### src/rtl/vce_pkg.sv
// rtl/vce_pkg.sv - shared types, defaults and helpers for the vector check engine
package vce_pkg;

  localparam int         KEY_W_DEF     = 3;
  localparam logic [2:0] KEY_VALUE_DEF = 3'b111;
  localparam int         SAT_W         = 64;

  typedef enum logic [5:0] {
    S_IDLE  = 6'b000001,
    S_CHECK = 6'b000010,
    S_FETCH = 6'b000100,
    S_LATCH = 6'b001000,
    S_WAIT  = 6'b010000,
    S_LOCK  = 6'b100000
  } state_t;

  // Increment-by-inc that sticks at the all-ones value of a width-bit counter (width <= SAT_W).
  function automatic logic [SAT_W-1:0] sat_inc(input logic [SAT_W-1:0] value,
                                               input logic             inc,
                                               input int               width);
    logic [SAT_W-1:0] max_val;
    max_val = (width >= SAT_W) ? {SAT_W{1'b1}} : ((64'd1 << width) - 64'd1);
    if (inc && (value != max_val)) begin
      return value + 64'd1;
    end
    return value;
  endfunction

endpackage

### src/rtl/vce_compare_acc.sv
// rtl/vce_compare_acc.sv - result compare, saturating mismatch counter, first-fail capture
module vce_compare_acc
  import vce_pkg::*;
#(
  parameter int DATA_W = 64,
  parameter int ADDR_W = 5,
  parameter int CNT_W  = 32
) (
  input  logic              clk,
  input  logic              rst,
  input  logic              clear,
  input  logic              en,
  input  logic [DATA_W-1:0] result,
  input  logic [DATA_W-1:0] expected,
  input  logic [ADDR_W-1:0] index,
  output logic [CNT_W-1:0]  count,
  output logic              fail_valid,
  output logic [ADDR_W-1:0] fail_idx
);

  logic mismatch;

  assign mismatch = (result != expected);

  always_ff @(posedge clk or posedge rst) begin
    if (rst) begin
      count      <= '0;
      fail_valid <= 1'b0;
      fail_idx   <= '0;
    end else if (clear) begin
      count      <= '0;
      fail_valid <= 1'b0;
      fail_idx   <= '0;
    end else if (en) begin
      count <= CNT_W'(sat_inc(SAT_W'(count), mismatch, CNT_W));
      // Only the first failing index of a run is kept.
      if (mismatch && !fail_valid) begin
        fail_idx   <= index;
        fail_valid <= 1'b1;
      end
    end
  end

endmodule

### src/rtl/vector_check_engine.sv
// rtl/vector_check_engine.sv - key-locked ROM vector walker driving an ap_-handshaked operator
module vector_check_engine
  import vce_pkg::*;
#(
  parameter int               DATA_W    = 64,
  parameter int               DEPTH     = 20,
  parameter int               ADDR_W    = 5,
  parameter int               CNT_W     = 32,
  parameter int               KEY_W     = 3,
  parameter logic [KEY_W-1:0] KEY_VALUE = KEY_W'(KEY_VALUE_DEF)
) (
  input  logic              ap_clk,
  input  logic              ap_rst,
  input  logic              ap_start,
  output logic              ap_done,
  output logic              ap_idle,
  output logic              ap_ready,
  output logic [CNT_W-1:0]  ap_return,
  input  logic [ADDR_W:0]   num_vec,
  input  logic              stop_on_fail,
  output logic              fail_valid,
  output logic [ADDR_W-1:0] fail_idx,
  output logic [ADDR_W-1:0] rom_address0,
  output logic              rom_ce0,
  input  logic [DATA_W-1:0] a_q0,
  input  logic [DATA_W-1:0] b_q0,
  input  logic [DATA_W-1:0] z_q0,
  output logic              op_start,
  input  logic              op_ready,
  input  logic              op_done,
  output logic [DATA_W-1:0] op_a,
  output logic [DATA_W-1:0] op_b,
  input  logic [DATA_W-1:0] op_result,
  input  logic [KEY_W-1:0]  working_key
);

  localparam logic [ADDR_W:0] DEPTH_L = (ADDR_W+1)'(DEPTH);

  state_t            state;
  state_t            state_next;
  logic [ADDR_W:0]   index;
  logic [ADDR_W:0]   limit;
  logic              stop_latched;
  logic              start_reg;
  logic [DATA_W-1:0] expected;
  logic [CNT_W-1:0]  count;
  logic              accept;
  logic              acc_en;
  logic              finish;
  logic              key_ok;

  assign key_ok = (working_key == KEY_VALUE);
  assign finish = (index == limit) || (stop_latched && fail_valid);

  always_ff @(posedge ap_clk or posedge ap_rst) begin
    if (ap_rst) begin
      state <= S_IDLE;
    end else begin
      state <= state_next;
    end
  end

  always_comb begin
    state_next = state;
    ap_done    = 1'b0;
    rom_ce0    = 1'b0;
    accept     = 1'b0;
    acc_en     = 1'b0;
    case (state)
      S_IDLE: begin
        if (ap_start) begin
          if (key_ok) begin
            accept     = 1'b1;
            state_next = S_CHECK;
          end else begin
            state_next = S_LOCK;
          end
        end
      end
      S_CHECK: begin
        if (finish) begin
          ap_done    = 1'b1;
          state_next = S_IDLE;
        end else begin
          state_next = S_FETCH;
        end
      end
      S_FETCH: begin
        rom_ce0    = 1'b1;
        state_next = S_LATCH;
      end
      S_LATCH: state_next = S_WAIT;
      S_WAIT: begin
        if (op_done) begin
          acc_en     = 1'b1;
          state_next = S_CHECK;
        end
      end
      S_LOCK:  state_next = S_LOCK;
      default: state_next = S_IDLE;
    endcase
  end

  assign ap_ready     = ap_done;
  assign ap_idle      = (state == S_IDLE) && !ap_start;
  assign ap_return    = count;
  assign rom_address0 = index[ADDR_W-1:0];
  assign op_start     = start_reg;

  always_ff @(posedge ap_clk or posedge ap_rst) begin
    if (ap_rst) begin
      index        <= '0;
      limit        <= '0;
      stop_latched <= 1'b0;
      start_reg    <= 1'b0;
      op_a         <= '0;
      op_b         <= '0;
      expected     <= '0;
    end else begin
      if (accept) begin
        index        <= '0;
        limit        <= (num_vec > DEPTH_L) ? DEPTH_L : num_vec;
        stop_latched <= stop_on_fail;
      end
      if (acc_en) begin
        index <= index + 1'b1;
      end
      if (state == S_LATCH) begin
        op_a     <= a_q0;
        op_b     <= b_q0;
        expected <= z_q0;
      end
      // The start request stays up until the operator takes it, whatever the FSM is doing.
      if (state == S_LATCH) begin
        start_reg <= 1'b1;
      end else if (op_ready) begin
        start_reg <= 1'b0;
      end
    end
  end

  vce_compare_acc #(
    .DATA_W(DATA_W),
    .ADDR_W(ADDR_W),
    .CNT_W (CNT_W)
  ) u_compare_acc (
    .clk       (ap_clk),
    .rst       (ap_rst),
    .clear     (accept),
    .en        (acc_en),
    .result    (op_result),
    .expected  (expected),
    .index     (index[ADDR_W-1:0]),
    .count     (count),
    .fail_valid(fail_valid),
    .fail_idx  (fail_idx)
  );

endmodule

### config.mk
export PLATFORM = sky130hd
export DESIGN_NAME = vector_check_engine
export DESIGN_NICKNAME = d
export VERILOG_FILES = /design/src/rtl/vce_pkg.sv /design/src/rtl/vce_compare_acc.sv /design/src/rtl/vector_check_engine.sv
export SDC_FILE = /design/constraint.sdc
export NUM_CORES = 1
export LEC_CHECK = 0
export CORE_ASPECT_RATIO = 0.5
export CORE_MARGIN = 4
export CORE_UTILIZATION = 35
export CTS_CLUSTER_DIAMETER = 120
export DETAILED_ROUTE_END_ITERATION = 6
export PLACE_DENSITY = 0.67
export SYNTH_ARGS = -nofsm -noshare
export SYNTH_HDL_FRONTEND = slang
export SYNTH_HIERARCHICAL = 1
export SYNTH_SLANG_ARGS = --single-unit
export TNS_END_PERCENT = 10
### constraint.sdc
create_clock -name ap_clk -period 11.4 [get_ports ap_clk]
set_clock_uncertainty 0.2 [all_clocks]
set_input_delay 2.28 -clock ap_clk [delete_from_list [all_inputs] [get_ports ap_clk]]
set_output_delay 2.28 -clock ap_clk [all_outputs]
set_load 0.05 [all_outputs]
After elaboration in Yosys (flattened, before gate mapping)

Index checks and enable logic that the tools add are counted.

Add/sub/neg operators: 2
Order comparisons: 1
Eq/ne operators: 12
Mux-type cells: 31
Reduce and logical (&&, ||, !) cells: 14

Operators by type and width:

| kind                                               | count |
|---|---|
| two-way mux 32 bit                                 | 4 |
| inequality test 64 bit                             | 1 |
| two-way mux 6 bit                                  | 6 |
| case mux 6 bit (6 select lines)                    | 1 |
| adder 32 x 1 -> 32 bit, second input constant      | 1 |
| inequality test 32 bit, second input constant      | 1 |
| two-way mux 1 bit                                  | 16 |
| two-way mux 5 bit                                  | 3 |
| nonzero test 2 bit                                 | 4 |
| adder 6 x 1 -> 6 bit, second input constant        | 1 |
| == test 6 x 1 -> 1 bit, second input constant      | 1 |
| == test 6 x 2 -> 1 bit, second input constant      | 1 |
| == test 6 x 3 -> 1 bit, second input constant      | 1 |
| == test 6 x 4 -> 1 bit, second input constant      | 1 |
| == test 6 x 5 -> 1 bit, second input constant      | 1 |
| == test 6 bit                                      | 1 |
| == test 6 bit, second input constant               | 1 |
| > comparator 6 x 5 -> 1 bit, second input constant | 1 |
| AND reduction 2 bit                                | 3 |
| logical AND 1 bit                                  | 4 |
| inequality test 2 bit, second input constant       | 2 |
| == test 3 bit, second input constant               | 1 |
| two-way mux 3 bit                                  | 1 |
| zero test 1 bit                                    | 2 |
| logical OR 1 bit                                   | 1 |

Flip-flop bits (word level): 250
Input bits: 271
Output and inout bits: 176
Logic and storage cells: 71

Depth between registers and ports, before layout

Gate-level depths: netlist of the first run.

Depth in word-level cells: 8
Depth in mapped cells: 13
Depth with buffers taken out: 8

By module

The synthesis of the first run kept the hierarchy.

By module, submodules not included:

| module              | instances | cells each | area an instance (µm²) |
|---|---|---|---|
| vector_check_engine | 1         | 518        | 8,269.2 |
| vce_compare_acc     | 1         | 302        | 2,835.2 |

Worst setup path after synthesis of the first run

OpenSTA, ideal clock, no wires.

Kind: input to output
From: input port ap_start
To: output port ap_idle
Arrival time: 2.934 ns
Data required time: 8.920 ns
Slack: 5.986 ns
Cell stages on the path: 1
Path through: nor2_1

Word-level cells in the longest chain between the ends: 2

RTL lines:

| element           | RTL line                   | RTL |
|---|---|---|
| start, declared   | vector_check_engine.sv:14  | `input logic ap_start,` |
| zero test 1 bit   | vector_check_engine.sv:105 | `assign ap_idle = (state == S_IDLE) && !ap_start;` |
| logical AND 1 bit | vector_check_engine.sv:105 |  |
| end, declared     | vector_check_engine.sv:16  | `output logic ap_idle,` |

No other way between the ends.

Worst setup path after layout of the first run

Same ends and word-level chain as after synthesis.

==> reports/summary.log, run 1 <==
INFO  drt            detail_route.drc_violations=0
INFO  final_layout   num-fill-cells=2637
INFO  drt            detailroute.wirelength.met2=19100microns
INFO  final_layout   seq_cell_area=0.00626sqmm
INFO  status         status=completed
INFO  min_path       min-delay-path-class=reg -> reg
INFO  clock_network  clkSlewWorstSetupHoldPaths=0.06ns
INFO  place          port_buffers=446
INFO  drt            detail_route.wl_per_cell=20.7microns
INFO  power          worst_ir_drop_vdd=0.0927mV
INFO  global_route   grt_pass1_wl=53100microns
INFO  clock_network  clock_tree.htree_level_count=1
INFO  global_route   grt_use_total=19.6%
INFO  job            timing.max_cap.violations=0
INFO  timing         setup_viol=0
INFO  drt            wirelength_met1=13700microns
INFO  timing         finalWorstPathRequiredPeriod=6.25ns
INFO  die            die-height=134microns
INFO  synth          synth.avg_cell_area=13.5squm
INFO  global_route   maximum_number_of_pins_on_one_net_before_global_route_repair=144
INFO  critical_path  cpPeakStageDelay=0.83ns
INFO  die            rows=45
INFO  timing         total_negative_slack_for_setup_checks=0ns
INFO  synth          synth-warning-count=6
INFO  critical_path  critical_path.most_common_cell=sky130_fd_sc_hd__clkdlybuf4s50_1
INFO  timing         final.period_utilization=54.8%
INFO  clock_network  max-clock-path-buffers=3
INFO  synth          netlist_area_before_placement=0.0111sqmm
INFO  synth          postSynthNetCount=1093
INFO  clock_network  cts_root_buffer=sky130_fd_sc_hd__clkbuf_16
INFO  clock_network  clkSinkCount=250
INFO  drt            routed-via-count=8199
INFO  power          total_power_divided_by_cell_area=137mW/mm^2
INFO  die            die_width=260microns
INFO  final_layout   multi_input_comb_area=0.00448sqmm
INFO  final_layout   utilization=54.5%
INFO  timing         timing.fmax=160MHz
INFO  timing         worst-slew-pin-transition=1.20ns
INFO  synth          netlist_instances=820
INFO  drt            route.top_layer_used=met4
INFO  clock_network  tritoncts.num_buffers=25
INFO  critical_path  critPathArrivalTime=3.77ns
INFO  timing         slew_viol_final=0
INFO  critical_path  critical_path.slowest_cell=sky130_fd_sc_hd__clkdlybuf4s50_1
INFO  global_route   grt_overflow=0
INFO  synth          synth.ff_latch_count=250
INFO  timing         hold_viol=0
INFO  final_layout   final_common_cell=sky130_fd_sc_hd__clkdlybuf4s50_1
INFO  drt            route.detailed.vias_per_inst=4.82
INFO  timing         timing.slew.headroom=20.0%
INFO  clock_network  cts_tree=yes
INFO  place          finalWeightedCongestion=0.871
INFO  synth          ys_types=55
INFO  synth          synth-seq-area-share=56.3%
INFO  critical_path  cp_data_required_time=8.92ns
INFO  die            design.core.area=0.0308sqmm
INFO  synth          asyncSetResetFlopFracSynth=100%
INFO  global_route   antenna_violations_before_repair=5
INFO  die            io_pins=447
INFO  clock_network  post_cts.resized_instances=0
INFO  final_layout   area_delta_synth_final=51.1%
INFO  clock_network  cts_hold_buf=0
INFO  drt            antenna_violating_nets_post_route=0
INFO  critical_path  path_cells=clkdlybuf4s50_1 -> nor2_1 -> clkdlybuf4s50_1
INFO  synth          synth_ff_type=sky130_fd_sc_hd__dfrtp_1
INFO  synth          synth_enable_flop_cells=0
INFO  die            die_outline_area=0.0348sqmm
INFO  drt            wl_met3=1230microns
INFO  power          leakagePower=6.92nW
INFO  clock_network  worstSkewPairLatency=0.53ns
INFO  final_layout   most_frequent_cells_in_the_layout=sky130_fd_sc_hd__clkdlybuf4s50_1, sky130_fd_sc_hd__dfrtp_1, sky130_fd_sc_hd__mux2_1, sky130_fd_sc_hd__xor2_1, sky130_fd_sc_hd__mux2_2
INFO  critical_path  critical_path_startpoint_category=primary input
INFO  drt            drt_first_iter_violations=336
INFO  critical_path  end_kind=output pin
INFO  clock_network  post-cts-setup-buffer-count=0
INFO  critical_path  path_class=in -> out
INFO  die            initial_utilization=36.1%
INFO  timing         setup_repair_after_global_routing_missed_its_margin=false
INFO  drt            drt-pass1-iter-count=4
INFO  place          place_hpwl=27100microns
INFO  global_route   first_global_vias=8767
INFO  final_layout   finish.net_count=1528
INFO  drt            drt-total-wl=35200microns
INFO  critical_path  cp_max_fo=4
INFO  final_layout   final_layout_size_suffix_gt1_share=8.72%
[logic make-up (layout without fill, tap and decap cells)]
family / after synthesis / count (layout) / synth area share (%)
flops: 250 / 250 / 56.3
mux: 207 / 207 / 21.1
simple gates: 175 / 175 / 9.35
xor+xnor: 79 / 79 / 6.23
compound gates: 55 / 55 / 3.28
buf+inv: 52 / 505 / 3.48
fa+ha+maj: 2 / 2 / 0.225
other cells: 0 / 5 / 0
[synth_stat cells, types with 7 or more instances]
master / count / share of area (%)
sky130_fd_sc_hd__nor4_1: 21 / 1.2
sky130_fd_sc_hd__buf_2: 15 / 0.68
sky130_fd_sc_hd__mux2i_1: 7 / 0.63
sky130_fd_sc_hd__o21ai_0: 9 / 0.41
sky130_fd_sc_hd__o31ai_1: 8 / 0.54
sky130_fd_sc_hd__dfrtp_1: 249 / 56
sky130_fd_sc_hd__xnor2_1: 8 / 0.63
sky130_fd_sc_hd__a21oi_1: 17 / 0.77
sky130_fd_sc_hd__nor2b_1: 9 / 0.51
sky130_fd_sc_hd__nor3_1: 7 / 0.32
sky130_fd_sc_hd__nand4_1: 8 / 0.45
sky130_fd_sc_hd__nand3_1: 16 / 0.72
sky130_fd_sc_hd__or3_1: 7 / 0.39
sky130_fd_sc_hd__xor2_1: 71 / 5.6
sky130_fd_sc_hd__and3_1: 9 / 0.51
sky130_fd_sc_hd__nand2_1: 24 / 0.81
sky130_fd_sc_hd__nor2_1: 34 / 1.1
sky130_fd_sc_hd__buf_6: 12 / 1.2
sky130_fd_sc_hd__buf_4: 9 / 0.61
sky130_fd_sc_hd__mux2_2: 37 / 3.8
sky130_fd_sc_hd__inv_1: 8 / 0.27
sky130_fd_sc_hd__or4_1: 9 / 0.61
sky130_fd_sc_hd__mux2_1: 158 / 16
[metal layers]
| layer | global-route usage (%) | up-vias |
|---|---|---|
| li1 | - | 3778 |
| met1 | 22.8 | 4198 |
| met2 | 37.1 | 167 |
| met3 | 2.92 | 56 |
| met4 | 6.23 | 0 |
| met5 | 0 | - |
[power breakdown]
part,internal [mW],leakage [nW],switching (mW)
Combinational,0.177,3.42,0.190
Sequential,0.936,3.04,0.0357
Clock,0.594,0.458,0.365
[flip-flops by register name, summed over array words and instances, names as in the netlist, 5 cells and up]
name                    count
op_b                       64
op_a                       64
expected                   64
state                       6
u_compare_acc/fail_idx      5
limit                       6
u_compare_acc/count        32
index                       6
[area by class of cell]
class | count | share of cell area [%]
Antenna cell | 5 | 0.0746
Multi-Input combinational cell | 518 | 26.7
Sequential cell | 250 | 37.3
Tap cell | 423 | 3.16
Timing Repair Buffer | 452 | 26.9
Inverter | 8 | 0.224
Clock buffer | 32 | 4.18
Clock inverter | 13 | 1.50
[worst paths after layout]
| check | from | endpoint | slack, ns | depth (start not counted) |
|---|---|---|---|---|
| worst max-delay path | ap_start | ap_idle | 5.15 | 3 |
| min in group asynchronous | ap_rst | u_compare_acc/fail_idx[2] | 1.94 | 2 |
| worst min-delay path | op_a[27] | op_a[27] | 0.29 | 1 |
| worst max register to register | u_compare_acc/count[0] | u_compare_acc/count[12] | 7.22 | 8 |
| max in group asynchronous | ap_rst | op_a[3] | 7.29 | 3 |
| worst min register to register | op_a[27] | op_a[27] | 0.29 | 1 |
[critical path, delay by kind of cell]
family                 cells  cell delay [ns]
AND/OR/NAND/NOR            1             0.18
buffers and inverters      2             1.31
[through the flow]
| step | instance area, sq um | setup WS [ns] | total power [mW] | std cells | hold WS [ns] |
|---|---|---|---|---|---|
| finish | 16800 | 5.15 | 2.30 | 1701 | 0.288 |
| global route | 16800 | 5.10 | 2.39 | 1701 | 0.307 |
| CTS | 16800 | 5.16 | 2.33 | 1696 | 0.295 |
| detailed placement | 15800 | 5.16 | 1.36 | 1651 | 0.281 |
| global placement | 15800 | 5.18 | 1.35 | 1651 | 0.273 |
| floorplan | 11100 | 3.13 | 1.17 | 820 | 0.269 |
Power figures use the tool's default switching activity.
==> inputs of run 2 (changes only) <==
--- a/config.mk
+++ b/config.mk
@@ -10,7 +10,7 @@
 export CORE_UTILIZATION = 35
 export CTS_CLUSTER_DIAMETER = 120
 export DETAILED_ROUTE_END_ITERATION = 6
-export PLACE_DENSITY = 0.67
+export PLACE_DENSITY = 0.7
 export SYNTH_ARGS = -nofsm -noshare
 export SYNTH_HDL_FRONTEND = slang
 export SYNTH_HIERARCHICAL = 1
==> constraint.sdc (replaced) <==
create_clock -name ap_clk -period 5.1 [get_ports ap_clk]
set_clock_uncertainty 0.2 [all_clocks]
set_input_delay 1.02 -clock ap_clk [delete_from_list [all_inputs] [get_ports ap_clk]]
set_output_delay 1.02 -clock ap_clk [all_outputs]
set_load 0.05 [all_outputs]
==> run 2 against run 1 <==
Sequential power up 120%. Global-route usage is 0.71 points lower. Power is 110% higher. Register-to-register slack got worse by 6.0 ns. First-iteration DRC count up 12%. Die area did not move. Clock-buffer cell count shrank 1. Via count fell by 0.17%. Sequential share of layout area increased by 0.11 points. Clock power grew 99%. Cell area fell by 0.29%. Combinational power rose by 120%.
==> reports/summary.log, run 2 (synthesized netlist as in run 1, its figures left out) <==
INFO  place          finalWeightedCongestion=0.822
INFO  clock_network  cts_hold_buf=0
INFO  power          seq_power_share=44.3%
INFO  drt            antenna_violating_nets_post_route=0
INFO  final_layout   final_layout_size_suffix_gt1_share=9.15%
INFO  clock_network  cts_root_buffer=sky130_fd_sc_hd__clkbuf_16
INFO  power          p_switching=1.31mW
INFO  drt            drt_first_iter_violations=375
INFO  power          switching_share=26.6%
INFO  power          share_clk_of_total_power=38.9%
INFO  die            die-height=134microns
INFO  clock_network  tritoncts.num_buffers=24
INFO  global_route   first_global_vias=8714
INFO  power          power_frac_comb=16.7%
INFO  min_path       worst_hold_path.num_cells=1
INFO  timing         slew_viol_final=0
INFO  drt            route.detailed.vias_per_inst=4.81
INFO  critical_path  critical_path.slowest_cell=sky130_fd_sc_hd__clkdlybuf4s50_1
INFO  global_route   grt_use_total=18.9%
INFO  drt            detail_route.drc_violations=0
INFO  place          port_buffers=446
INFO  clock_network  cts_tree=yes
INFO  clock_network  clkSlewWorstSetupHoldPaths=0.07ns
INFO  clock_network  post-cts-setup-buffer-count=0
INFO  timing         setup_repair_after_global_routing_missed_its_margin=false
INFO  critical_path  cpPeakStageDelay=0.84ns
INFO  critical_path  cp_data_required_time=3.88ns
INFO  final_layout   area_delta_synth_final=50.6%
INFO  die            rows=45
INFO  clock_network  clkSinkCount=250
INFO  min_path       worstHoldEndpoint=op_b[6]
INFO  critical_path  path_cells=xor2_1 -> nor4_1 -> a32oi_1 -> nor2_1 -> clkdlybuf4s50_1
INFO  min_path       min-delay-path-class=reg -> reg
INFO  power          power.internal=3.60mW
INFO  global_route   grt_pass1_wl=51700microns
INFO  critical_path  cp_max_fo=8
INFO  timing         timing.fmax=248MHz
INFO  critical_path  worst_r2r_path_depth=9
INFO  clock_network  max-clock-path-buffers=3
INFO  final_layout   largest_regs=expected (64), op_a (64), op_b (64)
INFO  place          placed_cells=1658
INFO  final_layout   final_common_cell=sky130_fd_sc_hd__clkdlybuf4s50_1
INFO  timing         total_negative_slack_for_setup_checks=0ns
INFO  final_layout   most_frequent_cells_in_the_layout=sky130_fd_sc_hd__clkdlybuf4s50_1, sky130_fd_sc_hd__dfrtp_1, sky130_fd_sc_hd__mux2_1, sky130_fd_sc_hd__xor2_1, sky130_fd_sc_hd__mux2_2
INFO  critical_path  end_kind=output pin
INFO  final_layout   num-fill-cells=2633
INFO  status         status=completed
INFO  timing         timing.final.ws_setup=1.07ns
INFO  drt            drt-total-wl=34100microns
INFO  timing         hold_viol=0
INFO  timing         finalWorstPathRequiredPeriod=4.03ns
INFO  die            initial_utilization=36.1%
INFO  drt            drt-pass1-iter-count=4
INFO  critical_path  worst_r2r_dst=u_compare_acc/count[16]
INFO  power          worst_ir_drop_vdd=0.233mV
INFO  timing         setup_viol=0
INFO  critical_path  crit_path_buf_inv_count=1
INFO  drt            detail_route.wl_per_cell=20.0microns
INFO  critical_path  timing.critical_path.max_delay_family=buffers and inverters
INFO  clock_network  worstSkewPairLatency=0.52ns
INFO  die            die_width=260microns
INFO  clock_network  post_cts.resized_instances=0
INFO  timing         final.period_utilization=78.9%
INFO  critical_path  path_class=reg -> out
INFO  die            design.core.area=0.0308sqmm
INFO  critical_path  r2r_slack=1.22ns
INFO  clock_network  clock_tree.htree_level_count=1
INFO  global_route   maximum_number_of_pins_on_one_net_before_global_route_repair=123
INFO  die            die_outline_area=0.0348sqmm
INFO  die            io_pins=447
INFO  timing         worst-slew-pin-transition=0.980ns
INFO  global_route   antenna_violations_before_repair=0
INFO  drt            routed-via-count=8185
INFO  power          leakagePower=6.91nW
INFO  place          place_hpwl=26400microns
INFO  power          total_power=4.91mW
INFO  critical_path  critical_path_startpoint_category=flip-flop
INFO  place          pre_cts_ws=0.519ns
INFO  timing         timing.slew.headroom=34.1%
INFO  critical_path  critPathArrivalTime=2.81ns
INFO  final_layout   utilization=54.3%
INFO  final_layout   final-instance-count-excl-fill=1703
INFO  job            timing.max_cap.violations=0
INFO  global_route   grt_overflow=0
INFO  min_path       hold_start=op_b[6]
INFO  final_layout   finish.net_count=1534
INFO  power          total_power_divided_by_cell_area=293mW/mm^2
INFO  critical_path  rr_startpoint=u_compare_acc/count[1]
[run 2: worst max-delay path by stage]
stage,from,cells past startpoint,endpoint
after floorplan,ap_rst,1,expected[0]
after global placement,op_result[28],9,u_compare_acc/count[16]
after detailed placement,op_result[28],9,u_compare_acc/count[16]
after CTS,index[3],5,ap_done
after global routing,op_result[28],9,u_compare_acc/count[16]
final,index[2],5,ap_done
[run 2: per-layer routing]
layer  global-route usage [%]  share of wire, %  up-vias  wire length [microns]
li1                         -                 -     3785                      -
met1                     22.1                39     4221                  13200
met2                     36.3                56      127                  19000
met3                     2.81               2.8       52                    960
met4                     4.58               2.6        0                    871
met5                        0                 0        -                      0
[run 2: power groups by stage]
stage          registers (mW)  logic (mW)  clock network [mW]
6_report                 2.18       0.821                1.91
5_1_grt                  2.19       0.871                2.05
4_1_cts                  2.17       0.832                1.97
3_5_place_dp             2.21       0.827                   0
3_3_place_gp             2.21       0.815                   0
2_1_floorplan            2.39       0.234                   0
[run 2: layout make-up]
type                    instances  area, sq um  share of cell area (%)
repair buffers                459         4590                    27.4
clock inverters                13          153                   0.913
diodes                          1         2.50                  0.0150
well taps                     423          529                    3.16
inverters                       8         33.8                   0.202
flip-flops and latches        250         6260                    37.4
multi-input cells             518         4480                    26.8
clock buffers                  31          688                    4.11
[run 2: worst register-to-register path: cells and delay by family, from the launching register on]
| kind | cells | cell delay [ns] |
|---|---|---|
| DFF | 1 | 0.44 |
| muxes | 1 | 0.29 |
| adders and majority gates | 1 | 0.26 |
| buffers and inverters | 1 | 0.29 |
| and+or+nand+nor | 5 | 1.94 |
| AOI/OAI and AO/OA | 1 | 0.34 |
[run 2: through the flow]
| stage | cell area [sq um] | hold WS (ns) |
|---|---|---|
| floorplan | 11100 | 0.269 |
| global placement | 15900 | 0.275 |
| detailed placement | 15900 | 0.280 |
| CTS | 16700 | 0.295 |
| global route | 16700 | 0.302 |
| finish | 16700 | 0.290 |
==> inputs of run 3 (changes only) <==
==> constraint.sdc (replaced) <==
create_clock -name ap_clk -period 3.51 [get_ports ap_clk]
set_clock_uncertainty 0.2 [all_clocks]
set_input_delay 0.702 -clock ap_clk [delete_from_list [all_inputs] [get_ports ap_clk]]
set_output_delay 0.702 -clock ap_clk [all_outputs]
set_load 0.05 [all_outputs]
==> run 3 against run 2 <==
Cell count is 0.23% higher. Sequential power rose by 45%. Hold slack better by 0.0012 ns. Clock-buffer cell count shrank 1. Via count fell by 0.71%. Cell area grew 0.57%. Core utilization rose by 0.31 points. Sequential cell count unchanged. Combinational power grew 46%. Wire length down 0.24%. Clock power rose by 45%. Critical endpoint is now ap_ready.
==> reports/summary.log, run 3 (synthesized netlist as in run 1, its figures left out) <==
INFO  status         status=completed
INFO  drt            antenna_violating_nets_post_route=0
INFO  timing         setup_repair_after_global_routing_missed_its_margin=false
INFO  power          leakagePower=6.99nW
INFO  die            die-height=134microns
INFO  global_route   grt_overflow=0
INFO  die            die_outline_area=0.0348sqmm
INFO  clock_network  worstSkewPairLatency=0.52ns
INFO  global_route   antenna_violations_before_repair=1
INFO  place          finalWeightedCongestion=0.821
INFO  final_layout   final_common_cell=sky130_fd_sc_hd__clkdlybuf4s50_1
INFO  global_route   maximum_number_of_pins_on_one_net_before_global_route_repair=109
INFO  clock_network  clkSlewWorstSetupHoldPaths=0.07ns
INFO  clock_network  post-cts-setup-buffer-count=0
INFO  drt            detail_route.wl_per_cell=19.9microns
INFO  place          place_hpwl=26500microns
INFO  min_path       worst_hold_path.num_cells=1
INFO  power          power_frac_comb=16.8%
INFO  critical_path  critical_path_startpoint_category=flip-flop
INFO  die            design.core.area=0.0308sqmm
INFO  critical_path  critPathLaunch=index[0]
INFO  drt            route.detailed.vias_per_inst=4.76
INFO  power          total_power=7.12mW
INFO  power          switching_share=25.9%
INFO  timing         worst-slew-pin-transition=0.957ns
INFO  timing         slew_viol_final=0
INFO  global_route   first_global_vias=8904
INFO  final_layout   finish.instance_area=0.0168sqmm
INFO  final_layout   most_frequent_cells_in_the_layout=sky130_fd_sc_hd__clkdlybuf4s50_1, sky130_fd_sc_hd__dfrtp_1, sky130_fd_sc_hd__mux2_1, sky130_fd_sc_hd__xor2_1, sky130_fd_sc_hd__mux2_2
INFO  clock_network  cts_root_buffer=sky130_fd_sc_hd__clkbuf_16
INFO  final_layout   final_layout_size_suffix_gt1_share=9.42%
INFO  drt            routed-via-count=8127
INFO  clock_network  tritoncts.num_buffers=23
INFO  drt            drt-total-wl=34000microns
INFO  timing         setup_viol=0
INFO  final_layout   finish.net_count=1542
INFO  critical_path  end_kind=output pin
INFO  critical_path  worst_r2r_path_depth=9
INFO  critical_path  cpPeakStageDelay=0.56ns
INFO  final_layout   utilization=54.6%
INFO  min_path       min-delay-path-class=reg -> reg
INFO  timing         timing.fmax=305MHz
INFO  die            io_pins=447
INFO  timing         timing.slew.headroom=36.0%
INFO  critical_path  critical_path.slowest_cell=sky130_fd_sc_hd__dlygate4sd2_1
INFO  power          seq_power_share=44.4%
INFO  final_layout   largest_regs=expected (64), op_a (64), op_b (64)
INFO  clock_network  clkSinkCount=250
INFO  job            timing.max_cap.violations=0
INFO  power          p_switching=1.84mW
INFO  timing         final.hold.worst_slack=0.291ns
INFO  critical_path  path_class=reg -> out
INFO  global_route   grt_use_total=19.0%
INFO  global_route   grt_pass1_wl=52000microns
INFO  critical_path  critPathArrivalTime=2.38ns
INFO  critical_path  rr_startpoint=u_compare_acc/count[0]
INFO  drt            drt_first_iter_violations=412
INFO  critical_path  cp_max_fo=7
INFO  die            die_width=260microns
INFO  die            initial_utilization=36.1%
INFO  clock_network  max-clock-path-buffers=3
INFO  critical_path  cp_data_required_time=2.61ns
INFO  clock_network  clock_tree.htree_level_count=1
INFO  place          port_buffers=446
INFO  final_layout   area_delta_synth_final=51.5%
INFO  power          share_clk_of_total_power=38.9%
INFO  power          total_power_divided_by_cell_area=423mW/mm^2
INFO  timing         final.period_utilization=93.5%
INFO  drt            detail_route.drc_violations=0
INFO  place          placed_area=0.0160sqmm
INFO  clock_network  cts_tree=yes
INFO  min_path       hold_start=op_b[52]
INFO  timing         hold_viol=0
INFO  die            rows=45
INFO  critical_path  path_cells=xor2_1 -> nor4_1 -> a32oi_1 -> nor2_1 -> dlygate4sd2_1
INFO  drt            drt-pass1-iter-count=4
INFO  power          worst_ir_drop_vdd=0.312mV
INFO  final_layout   antenna_cells_inserted=0
INFO  timing         finalWorstPathRequiredPeriod=3.28ns
INFO  power          power.internal=5.28mW
-- run 3: cell count changes in the layout (fill, tap and decap cells not counted), sizes merged --
| cell | before | now |
|---|---|---|
| buf | 13 | 22 |
| clkdlybuf4s50 | 446 | 443 |
| clkinv | 7 | 4 |
| bufinv | 3 | 5 |
| clkinvlp | 3 | 1 |
| dlygate4sd2 | 0 | 2 |
| clkbuf | 31 | 30 |
| diode | 1 | 0 |
| dlymetal6s2s | 0 | 1 |
-- run 3: path summary, 6_finish.rpt --
check | end | slack, ns
max in group asynchronous | op_b[32] | 1.79
worst max-delay path | ap_ready | 0.23
worst min-delay path | op_b[52] | 0.29
min in group asynchronous | op_a[49] | 0.38
worst max register to register | u_compare_acc/count[11] | 0.37
worst min register to register | op_b[52] | 0.29
-- run 3: repair_timing --
item,in CTS,in global routing
cloned,0,0
resized for setup,2,1
hold buffers,0,0
setup endpoints to repair,2,1
pin swaps,0,0
-- run 3: layer usage --
metal	global-route usage [%]	part of all wire, %
met5	0	0
met4	4.70	2.6
met3	2.87	2.9
met2	35.8	55
met1	22.8	39
-- run 3: area by class of cell --
cell class              count  area (sq um)
clock buffers              30           642
repair buffers            468          4700
well taps                 423           529
inverters                   8          33.8
fillers                  2572         14000
flip-flops and latches    250          6260
multi-input cells         518          4480
clock inverters            10           179
-- run 3: power by group through the flow --
stage          clock [mW]  combinational, mW  sequential [mW]
2_1_floorplan           0              0.340             3.47
3_3_place_gp            0               1.19             3.20
3_5_place_dp            0               1.21             3.21
4_1_cts              2.86               1.21             3.16
5_1_grt              2.99               1.27             3.18
6_report             2.77               1.20             3.16
-- run 3: metrics by stage --
step,std cells,setup TNS (ns),setup slack [ns]
2_1_floorplan,820,-31.09,-0.147
3_3_place_gp,1667,-0.490,-0.0827
3_5_place_dp,1667,-1.43,-0.114
4_1_cts,1707,0,0.0491
5_1_grt,1707,0,0.0863
6_report,1707,0,0.230
-- run 3: worst max-delay path: cells and delay by family (launching register included) --
family	cells	cell delay, ns
xor+xnor	1	0.18
compound gates	1	0.23
simple gates	2	0.42
flops	1	0.48
buf+inv	1	0.56
